`config.mk`:
```
export PLATFORM = sky130hd
export DESIGN_NAME = refresh_maint_handler
export DESIGN_NICKNAME = d
export VERILOG_FILES = /design/src/rtl/refresh_maint_handler_pkg.sv /design/src/rtl/refresh_maint_handler_timer.sv /design/src/rtl/refresh_maint_handler.sv
export SDC_FILE = /design/constraint.sdc
export NUM_CORES = 1
export LEC_CHECK = 0
export CAP_MARGIN = 5
export CORE_MARGIN = 8
export CORE_UTILIZATION = 37
export CTS_BUF_LIST = sky130_fd_sc_hd__clkbuf_16
export DETAILED_ROUTE_END_ITERATION = 16
export PLACE_DENSITY_LB_ADDON = 0.12
export SETUP_SLACK_MARGIN = 0.4
export SYNTH_ARGS = -nofsm -noshare
export SYNTH_HDL_FRONTEND = slang
export SYNTH_HIERARCHICAL = 1
export SYNTH_SLANG_ARGS = --single-unit
```
`constraint.sdc`:
```
create_clock -name clk -period 5.8 [get_ports clk]
set_clock_uncertainty 0.05 [all_clocks]
set_input_delay 1.16 -clock clk [delete_from_list [all_inputs] [get_ports clk]]
set_output_delay 1.16 -clock clk [all_outputs]
set_load 0.03 [all_outputs]
```
`src/rtl/refresh_maint_handler_pkg.sv`:
```
// Shared maintenance-path definitions: instruction field offsets, command builders, FSM states.
// Latency: n/a (types and pure functions only).
// Backpressure: n/a.
package refresh_maint_handler_pkg;

  localparam int VALID_BIT = 31;
  localparam int CS_OFS    = 27;
  localparam int RAS_OFS   = 26;
  localparam int CAS_OFS   = 25;
  localparam int WE_OFS    = 24;

  typedef enum logic [3:0] {
    ST_IDLE      = 4'd0,
    ST_REQ       = 4'd1,
    ST_SCAN      = 4'd2,
    ST_ISSUE_PRE = 4'd3,
    ST_WAIT_RP   = 4'd4,
    ST_ISSUE_REF = 4'd5,
    ST_WAIT_RFC  = 4'd6,
`ifdef MAINT_REOPEN_EN
    ST_REOPEN    = 4'd7,
`endif
    ST_DONE      = 4'd8
  } state_t;

  // Generic builder: bank above the row field, CS forced to 0, strobes active-low.
  function automatic logic [31:0] mk_cmd(input logic ras_n, input logic cas_n, input logic we_n,
                                         input logic [31:0] bank, input logic [31:0] row,
                                         input int cs_w, input int row_w);
    logic [31:0] c;
    c = (bank << row_w) | row;
    c = c & ~(((32'd1 << cs_w) - 32'd1) << CS_OFS);
    c[VALID_BIT] = 1'b1;
    c[RAS_OFS]   = ras_n;
    c[CAS_OFS]   = cas_n;
    c[WE_OFS]    = we_n;
    return c;
  endfunction

  function automatic logic [31:0] mk_act(input logic [31:0] bank, input logic [31:0] row,
                                         input int cs_w, input int row_w);
    return mk_cmd(1'b0, 1'b1, 1'b1, bank, row, cs_w, row_w);
  endfunction

  function automatic logic [31:0] mk_pre(input logic [31:0] bank, input int cs_w, input int row_w);
    return mk_cmd(1'b0, 1'b1, 1'b0, bank, 32'd0, cs_w, row_w);
  endfunction

  function automatic logic [31:0] mk_ref(input int cs_w);
    return mk_cmd(1'b0, 1'b0, 1'b1, 32'd0, 32'd0, cs_w, 0);
  endfunction

endpackage

```
`src/rtl/refresh_maint_handler_timer.sv`:
```
// Refresh interval timer with saturating postponed-refresh counter and sticky overflow flag.
// Latency: tick registered into pending_cnt on the following edge.
// Backpressure: none; ticks arriving at saturation are dropped and flagged via overflow.
module refresh_timer
  #(
    parameter int T_REFI      = 7800,
    parameter int MAX_PENDING = 8
  )
  (
    input  logic       clk,
    input  logic       rst,
    input  logic       dec,
    output logic [3:0] pending_cnt,
    output logic       overflow
  );

  localparam int TW = (T_REFI > 1) ? $clog2(T_REFI) : 1;

  logic [TW-1:0] tmr;
  logic          tick;

  assign tick = (tmr == TW'(T_REFI - 1));

  // Free-running interval counter; wrap is the refresh tick.
  always_ff @(posedge clk) begin
    if (rst) tmr <= '0;
    else     tmr <= tick ? '0 : tmr + TW'(1);
  end

  // Pending bookkeeping; a tick and a completion in the same cycle cancel out.
  always_ff @(posedge clk) begin
    if (rst) begin
      pending_cnt <= 4'd0;
      overflow    <= 1'b0;
    end else if (tick && !dec) begin
      if (pending_cnt == 4'(MAX_PENDING)) overflow <= 1'b1;
      else                                pending_cnt <= pending_cnt + 4'd1;
    end else if (dec && !tick) begin
      pending_cnt <= pending_cnt - 4'd1;
    end
  end

endmodule

```
`src/rtl/refresh_maint_handler.sv`:
```
// Auto-refresh maintenance: request bus, scan banks, PRE open banks, REF, optional re-open (MAINT_REOPEN_EN).
// Latency: all-banks-closed refresh = NUM_BANKS + 1 + T_RFC + 1 cycles from grant with ready high.
// Backpressure: instr/instr_valid held stable while instr_ready is low; FSM stalls in the issue state.
module refresh_maint_handler
  import refresh_maint_handler_pkg::*;
  #(
    parameter int ROW_WIDTH   = 16,
    parameter int BANK_WIDTH  = 3,
    parameter int CS_WIDTH    = 1,
    parameter int T_REFI      = 7800,
    parameter int T_RP        = 6,
    parameter int T_RFC       = 110,
    parameter int MAX_PENDING = 8
  )
  (
    input  logic                  clk,
    input  logic                  rst,
    output logic                  maint_req,
    input  logic                  maint_gnt,
    output logic [BANK_WIDTH-1:0] maint_bank,
    input  logic [ROW_WIDTH:0]    maint_bank_state,
    output logic [31:0]           instr,
    output logic                  instr_valid,
    input  logic                  instr_ready,
    output logic [3:0]            pending_cnt,
    output logic                  overflow
  );

  localparam int NUM_BANKS = 1 << BANK_WIDTH;
  localparam logic [BANK_WIDTH-1:0] LAST_BANK = BANK_WIDTH'(NUM_BANKS - 1);
  localparam int WAIT_MAX = (T_RP > T_RFC) ? T_RP : T_RFC;
  localparam int WCW = $clog2(WAIT_MAX + 1);

  state_t                state_q, state_d;
  logic [BANK_WIDTH-1:0] bank_q, bank_d;
  logic                  pre_q, pre_d;
  logic [WCW-1:0]        wcnt;
  logic                  dec;
  logic                  open_now;

  assign open_now   = maint_bank_state[ROW_WIDTH];
  assign maint_bank = bank_q;
  assign maint_req  = !(state_q inside {ST_IDLE, ST_DONE});

  refresh_timer #(.T_REFI(T_REFI), .MAX_PENDING(MAX_PENDING)) u_timer (
    .clk         (clk),
    .rst         (rst),
    .dec         (dec),
    .pending_cnt (pending_cnt),
    .overflow    (overflow)
  );

`ifdef MAINT_REOPEN_EN
  logic                 save_open [NUM_BANKS];
  logic [ROW_WIDTH-1:0] save_row  [NUM_BANKS];

  // Remember each bank's open/row state as it is scanned so it can be restored after REF.
  always_ff @(posedge clk) begin
    if (rst) begin
      for (int i = 0; i < NUM_BANKS; i++) begin
        save_open[i] <= 1'b0;
        save_row[i]  <= '0;
      end
    end else if (state_q == ST_SCAN) begin
      save_open[bank_q] <= open_now;
      save_row[bank_q]  <= maint_bank_state[ROW_WIDTH-1:0];
    end
  end
`else
  // Without re-open only the open flag of the bank under scan matters.
  logic unused_row_bits;
  assign unused_row_bits = ^maint_bank_state[ROW_WIDTH-1:0];
`endif

  // State, bank pointer and PRE-issued flag registers.
  always_ff @(posedge clk) begin
    if (rst) begin
      state_q <= ST_IDLE;
      bank_q  <= '0;
      pre_q   <= 1'b0;
    end else begin
      state_q <= state_d;
      bank_q  <= bank_d;
      pre_q   <= pre_d;
    end
  end

  // Shared wait counter for T_RP / T_RFC; restarts on every state change.
  always_ff @(posedge clk) begin
    if (rst)                     wcnt <= '0;
    else if (state_d != state_q) wcnt <= '0;
    else                         wcnt <= wcnt + WCW'(1);
  end

  // Next-state, instruction and completion decode.
  always_comb begin
    state_d     = state_q;
    bank_d      = bank_q;
    pre_d       = pre_q;
    instr       = 32'd0;
    instr_valid = 1'b0;
    dec         = 1'b0;
    case (state_q)
      ST_IDLE: if (pending_cnt != 4'd0) state_d = ST_REQ;
      ST_REQ: begin
        if (maint_gnt) begin
          state_d = ST_SCAN;
          bank_d  = '0;
          pre_d   = 1'b0;
        end
      end
      ST_SCAN: begin
        if (open_now)                 state_d = ST_ISSUE_PRE;
        else if (bank_q == LAST_BANK) state_d = pre_q ? ST_WAIT_RP : ST_ISSUE_REF;
        else                          bank_d  = bank_q + BANK_WIDTH'(1);
      end
      ST_ISSUE_PRE: begin
        instr_valid = 1'b1;
        instr       = mk_pre(32'(bank_q), CS_WIDTH, ROW_WIDTH);
        if (instr_ready) begin
          pre_d = 1'b1;
          if (bank_q == LAST_BANK) state_d = ST_WAIT_RP;
          else begin
            bank_d  = bank_q + BANK_WIDTH'(1);
            state_d = ST_SCAN;
          end
        end
      end
      ST_WAIT_RP: if (wcnt == WCW'(T_RP - 1)) state_d = ST_ISSUE_REF;
      ST_ISSUE_REF: begin
        instr_valid = 1'b1;
        instr       = mk_ref(CS_WIDTH);
        if (instr_ready) state_d = ST_WAIT_RFC;
      end
      ST_WAIT_RFC: begin
        if (wcnt == WCW'(T_RFC - 1)) begin
          dec    = 1'b1;
          bank_d = '0;
`ifdef MAINT_REOPEN_EN
          state_d = ST_REOPEN;
`else
          state_d = ST_DONE;
`endif
        end
      end
`ifdef MAINT_REOPEN_EN
      ST_REOPEN: begin
        if (save_open[bank_q]) begin
          instr_valid = 1'b1;
          instr       = mk_act(32'(bank_q), 32'(save_row[bank_q]), CS_WIDTH, ROW_WIDTH);
        end
        if (!save_open[bank_q] || instr_ready) begin
          if (bank_q == LAST_BANK) state_d = ST_DONE;
          else                     bank_d  = bank_q + BANK_WIDTH'(1);
        end
      end
`endif
      ST_DONE: begin
        state_d = ST_IDLE;
        bank_d  = '0;
      end
      default: state_d = ST_IDLE;
    endcase
  end

`ifdef SIM
  // The arbiter must hold the grant for the whole sequence once it has been given.
  gnt_held_a: assert property (@(posedge clk) disable iff (rst)
                               !(state_q inside {ST_IDLE, ST_REQ, ST_DONE}) |-> maint_gnt);
`endif

endmodule

```
Yosys cells after proc, flatten, opt, wreduce, memory -nomap -nowiden
Cells that the tools add are included.

cells by class
  $add $sub $neg = 5
  eq/ne operators = 18
  muxes and demuxes = 27
  reductions and logical operators = 18

operator list
  cell                     count
  $pmux W32 S2             1
  $mux W4                  11
  $pmux W4 S7              1
  $mux W3                  6
  $pmux W3 S5              1
  $add A13 B1 Y13 const B  1
  $eq A13 B13 Y1 const B   1
  $eq A4 B3 Y1 const B     3
  $ne A2 B2 Y1 const B     5
  $eq A4 B2 Y1 const B     2
  $eq A4 B4 Y1 const B     2
  $add A7 B1 Y7 const B    1
  $eq A7 B3 Y1 const B     1
  $eq A7 B7 Y1 const B     1
  $mux W1                  6
  $reduce_bool A2 Y1       3
  $reduce_or A2 Y1         3
  $reduce_and A5 Y1        1
  $reduce_bool A5 Y1       1
  $add A4 B1 Y4 const B    1
  $eq A4 B1 Y1 const B     1
  $logic_not A4 Y1         1
  $ne A4 B4 Y1             1
  $reduce_and A2 Y1        2
  8 further kinds          11

word-level totals
  register bits = 33
  input port bits = 21
  output and inout bits = 42

Longest topological paths before layout
  depth in word-level cells = 7
  depth in mapped cells = 12
  gate-level depth less buffers = 12

By module
The synthesis kept the hierarchy.

modules (own cells, without submodules)
  module                 times used  cells each  area an instance (µm²)  seq. area each (µm²)
  refresh_maint_handler  1           147         1206.2                  300.3
  refresh_timer          1           90          853.3                   360.3

Worst setup path before layout
No wires, ideal clock.

  kind = reg2reg
  start point = reg wcnt[0]
  end point = reg u_timer.pending_cnt[3]
  setup time = 0.070 ns
  data arrival time = 2.588 ns
  data required time = 5.680 ns
  slack = 3.092 ns
  stages on the path, launching flop included = 12
  path buffers = 0
  period minus slack after synthesis = 2.708 ns
  cell sequence = dfxtp_1 > ha_1 > nand2b_1 > nor4_1 > nor4_4 > inv_1 > ha_1 > a21o_1 > a21oi_1 > xnor2_1 > or3_1 > a21oi_1

between the ends
  word-level cells in the longest chain between the ends = 7
  elaborated cells on any way between the ends = 10

RTL lines
  what                                                                 RTL line                           text
  start: declaration                                                   refresh_maint_handler.sv:37        logic [WCW-1:0] wcnt;
  start signal: assignment                                             refresh_maint_handler.sv:92        else wcnt <= wcnt + WCW'(1);
  $eq A7 B7 Y1 *                                                       refresh_maint_handler.sv:136       if (wcnt == WCW'(T_RFC - 1)) begin
  $mux W1 *                                                            refresh_maint_handler.sv:136
  $mux W1 *                                                            refresh_maint_handler.sv:103       case (state_q)
  via dec                                                              refresh_maint_handler.sv:38        logic dec;
  $logic_not A1 Y1                                                     refresh_maint_handler_timer.sv:35  end else if (tick && !dec) begin
  $logic_and A1 B1 Y1                                                  refresh_maint_handler_timer.sv:35
  $ne A2 B2 Y1 (no line) / $reduce_bool A2 Y1 (equally long branches)  n/a
  $reduce_and A2 Y1 (no line)                                          n/a
  end signal: assignment                                               refresh_maint_handler_timer.sv:37  else pending_cnt <= pending_cnt + 4'd1;
  end signal: assignment                                               refresh_maint_handler_timer.sv:39  pending_cnt <= pending_cnt - 4'd1;
  end: declaration                                                     refresh_maint_handler_timer.sv:13  output logic [3:0] pending_cnt,

The timed path passes the listed nets; every way through them passes the cells marked *.
A chain may end at the register's enable or synchronous reset.

Final worst setup path
  start point = reg state_q[2]
  end point = out instr[16]

between the ends
  word-level cells in the longest chain between the ends = 2
  elaborated cells on any way between the ends = 3

RTL lines
  what                                                 RTL line                      text
  start: declaration                                   refresh_maint_handler.sv:34   state_t state_q, state_d;
  start signal: assignment                             refresh_maint_handler.sv:82   state_q <= state_d;
  $eq A4 B3 Y1 / $eq A4 B2 Y1 (equally long branches)  refresh_maint_handler.sv:103
  $pmux W32 S2 *                                       refresh_maint_handler.sv:103
  end: declaration                                     refresh_maint_handler.sv:22   output logic [31:0] instr,

Mark *: on every way between the ends. The rest lies on a longest branch, timed or not.

==> metrics.cfg <==
[outcome]
status = finished, final reports clean

[synthesis]
syn_area_mm2 = 0.00206
synth.area.mux_share_pct = 2.49
postSynthCellCount = 237
yosys.area_share.simple_pct = 26.8
synth-seq-cells = 33
seq_area_frac_synth_pct = 32.1
ys_async_sr_fraction_pct = 0
ys_types = 52
ys_warn_count = 6
synth_xor_area_share_pct = 6.80
synth_ff_type = dfxtp_1
synth_compound_area_share_pct = 12.6
syn_area_per_cell_um2 = 8.69
synth_top_family_by_area = simple AND/OR/NAND/NOR gates
synth_edf_count = 0
synthAdderAreaFrac_pct = 5.83

[floorplanning]
die_x_um = 90.6
initial_core_util_pct = 37.9
core_area_mm2 = 0.00544
rows = 27
die_area_mm2 = 0.00821
die_h_um = 90.6
ios = 63

[clocking]
clk_latency_ns = 0.27
cts_inserted_buffers = 5
postCtsSetupRepairBufs = 0
clock_path_buffers = 2
ctsHoldBuffers = 0
clk_pin_slew_ns = 0.05
tritoncts = yes
root_buffer = clkbuf_16
cts_sinks = 33
cts_resized = 0
h-tree-depth = 2

[pwr]
vdd_drop_max_mv = 0.168
p_leak_nw = 0.978
power_density_mw_per_mm2 = 239

[worst_setup_path]
end_kind = primary output
cp_num_buf_inv = 1
r2r_end = u_timer/pending_cnt[3]
worstPathRequired_ns = 4.59
path_cells = nor2_1, and3_1, and2_1, clkdlybuf4s50_1
worst-path-max-fanout = 13
critPathKind = flip-flop to primary output
slowest_stage = clkdlybuf4s50_1
r2r-start = state_q[0]
start_kind = flip-flop
cp.arrival_ns = 2.41
critPathTopFamily = simple AND/OR/NAND/NOR gates
r2r_setup_slack_ns = 2.98
cpPeakStageDelay_ns = 0.67
r2r_cells = 11

[routing]
dr_total_vias = 1620
post_drt_wl_per_cell_um = 13.1
vias_per_cell = 4.92
drc = 0
postRouteAntennaNets = 0
dr.pass1.iters = 4
routed_wl_mm = 4.30
drt-initial-drc-count = 104

[global_routing]
grt_pass1_wl_mm = 7.31
grt_pass1_vias = 1509
antenna_found_initial = 0
grtUsageTotal_pct = 10.5
grt_max_degree = 16
overflow = 0

[job]
maxCapViolations = 0

[layout]
regArea_um2 = 661
nets = 286
final_common_cell = dfxtp_1
fin_util_pct = 43.5
n_fill_cell = 556
area_growth_pct = 14.9
drive_gt1_share_pct = 7.78
layout_common_cells = dfxtp_1, conb_1, nor2_1, clkdlybuf4s50_1
multi_input_comb_area_mm2 = 0.00122
antenna_cells = 0

[min_path]
hold_class = flip-flop to flip-flop
holdPathStages = 1
hold_end = u_timer/tmr[0]
hold_start = u_timer/tmr[0]

[timing]
fmax_mhz = 276
post-route-period-util_pct = 62.4
maxSlewHeadroom_pct = 60.3
worst_pin_slew_ns = 0.578
finalHoldViolCount = 0
setup_violations = 0
maxSlewViolCount = 0
rsz0062_at_grt = false
period_needed_ns = 3.62
fin_tns_setup_ns = 0

[place]
numPortBuffers = 20
place.gp.congestion = 0.798
hpwlAfterDp_mm = 3.15

state kept, by name, indices dropped and copies added, names as in the netlist:
register             flops
u_timer/overflow         1
wcnt                     7
state_q                  4
maint_bank               3
u_timer/tmr             13
u_timer/pending_cnt      4
pre_q                    1
area by class of cell:
type                       instances  area share (%)
clock buffer                       5            5.29
clock inverter                     3            1.59
inverter                           7            1.11
multi-input combinational        188            51.5
sequential                        33            27.9
tap                               72            3.81
timing repair buffer              21            8.77
report_power, final:
group          switching [W]  leakage, nW  internal (W)
sequential        0.00000403        0.267      0.000231
combinational      0.0000333        0.629    0.00000833
clock              0.0000895       0.0826      0.000199
total               0.000127        0.978      0.000438
cell usage after synthesis (5+ instances only):
cell type	n	area (µm²)
a21oi_1	12	60.1
inv_1	7	26.3
nand4_1	6	37.5
nor2b_1	5	31.3
buf_4	27	203
o21ai_0	7	35.0
nor2_1	25	93.8
xor2_1	12	105
and2_1	6	37.5
ha_1	8	100
nand3_1	7	35.0
nand2_1	9	33.8
dfxtp_1	33	661
metal layers:
| metal | share of wire, % | track usage, % |
|---|---|---|
| met1 | 50 | 13.7 |
| met2 | 43 | 15.3 |
| met3 | 6.7 | 3.91 |
| met4 | 0.67 | 3.33 |
| met5 | 0 | 0 |
worst max path at each step:
stage               start                     end  slack [ns]  cells after the start
2_1_floorplan     wcnt[0]  u_timer/pending_cnt[3]        3.09                     11
3_3_place_gp   state_q[2]               instr[16]        2.47                      4
3_5_place_dp   state_q[2]               instr[16]        2.48                      4
4_1_cts        state_q[2]               instr[16]        2.18                      4
5_1_grt        state_q[2]               instr[16]        2.05                      4
6_report       state_q[2]               instr[16]        2.18                      4
logic make-up after synthesis:
group / after synthesis
buffers and inverters: 41
flip-flops: 33
AND/OR/NAND/NOR: 93
other: 1
adder cells (fa/ha/maj): 9
XOR/XNOR: 16
AO/OA/AOI/OAI: 39
multiplexers: 5
per-stage QoR:
step,std cells,worst slack (ns),instance area (µm²),total power [W],hold slack [ns]
after detailed placement,321,2.48,2200,0.000280,0.406
after CTS,329,2.18,2370,0.000573,0.418
after floorplan,262,3.09,2150,0.000286,0.376
final,329,2.18,2370,0.000565,0.416
after global placement,321,2.47,2200,0.000280,0.395
after global routing,329,2.05,2370,0.000587,0.441
No activity file was read; power rests on OpenSTA's default activity.
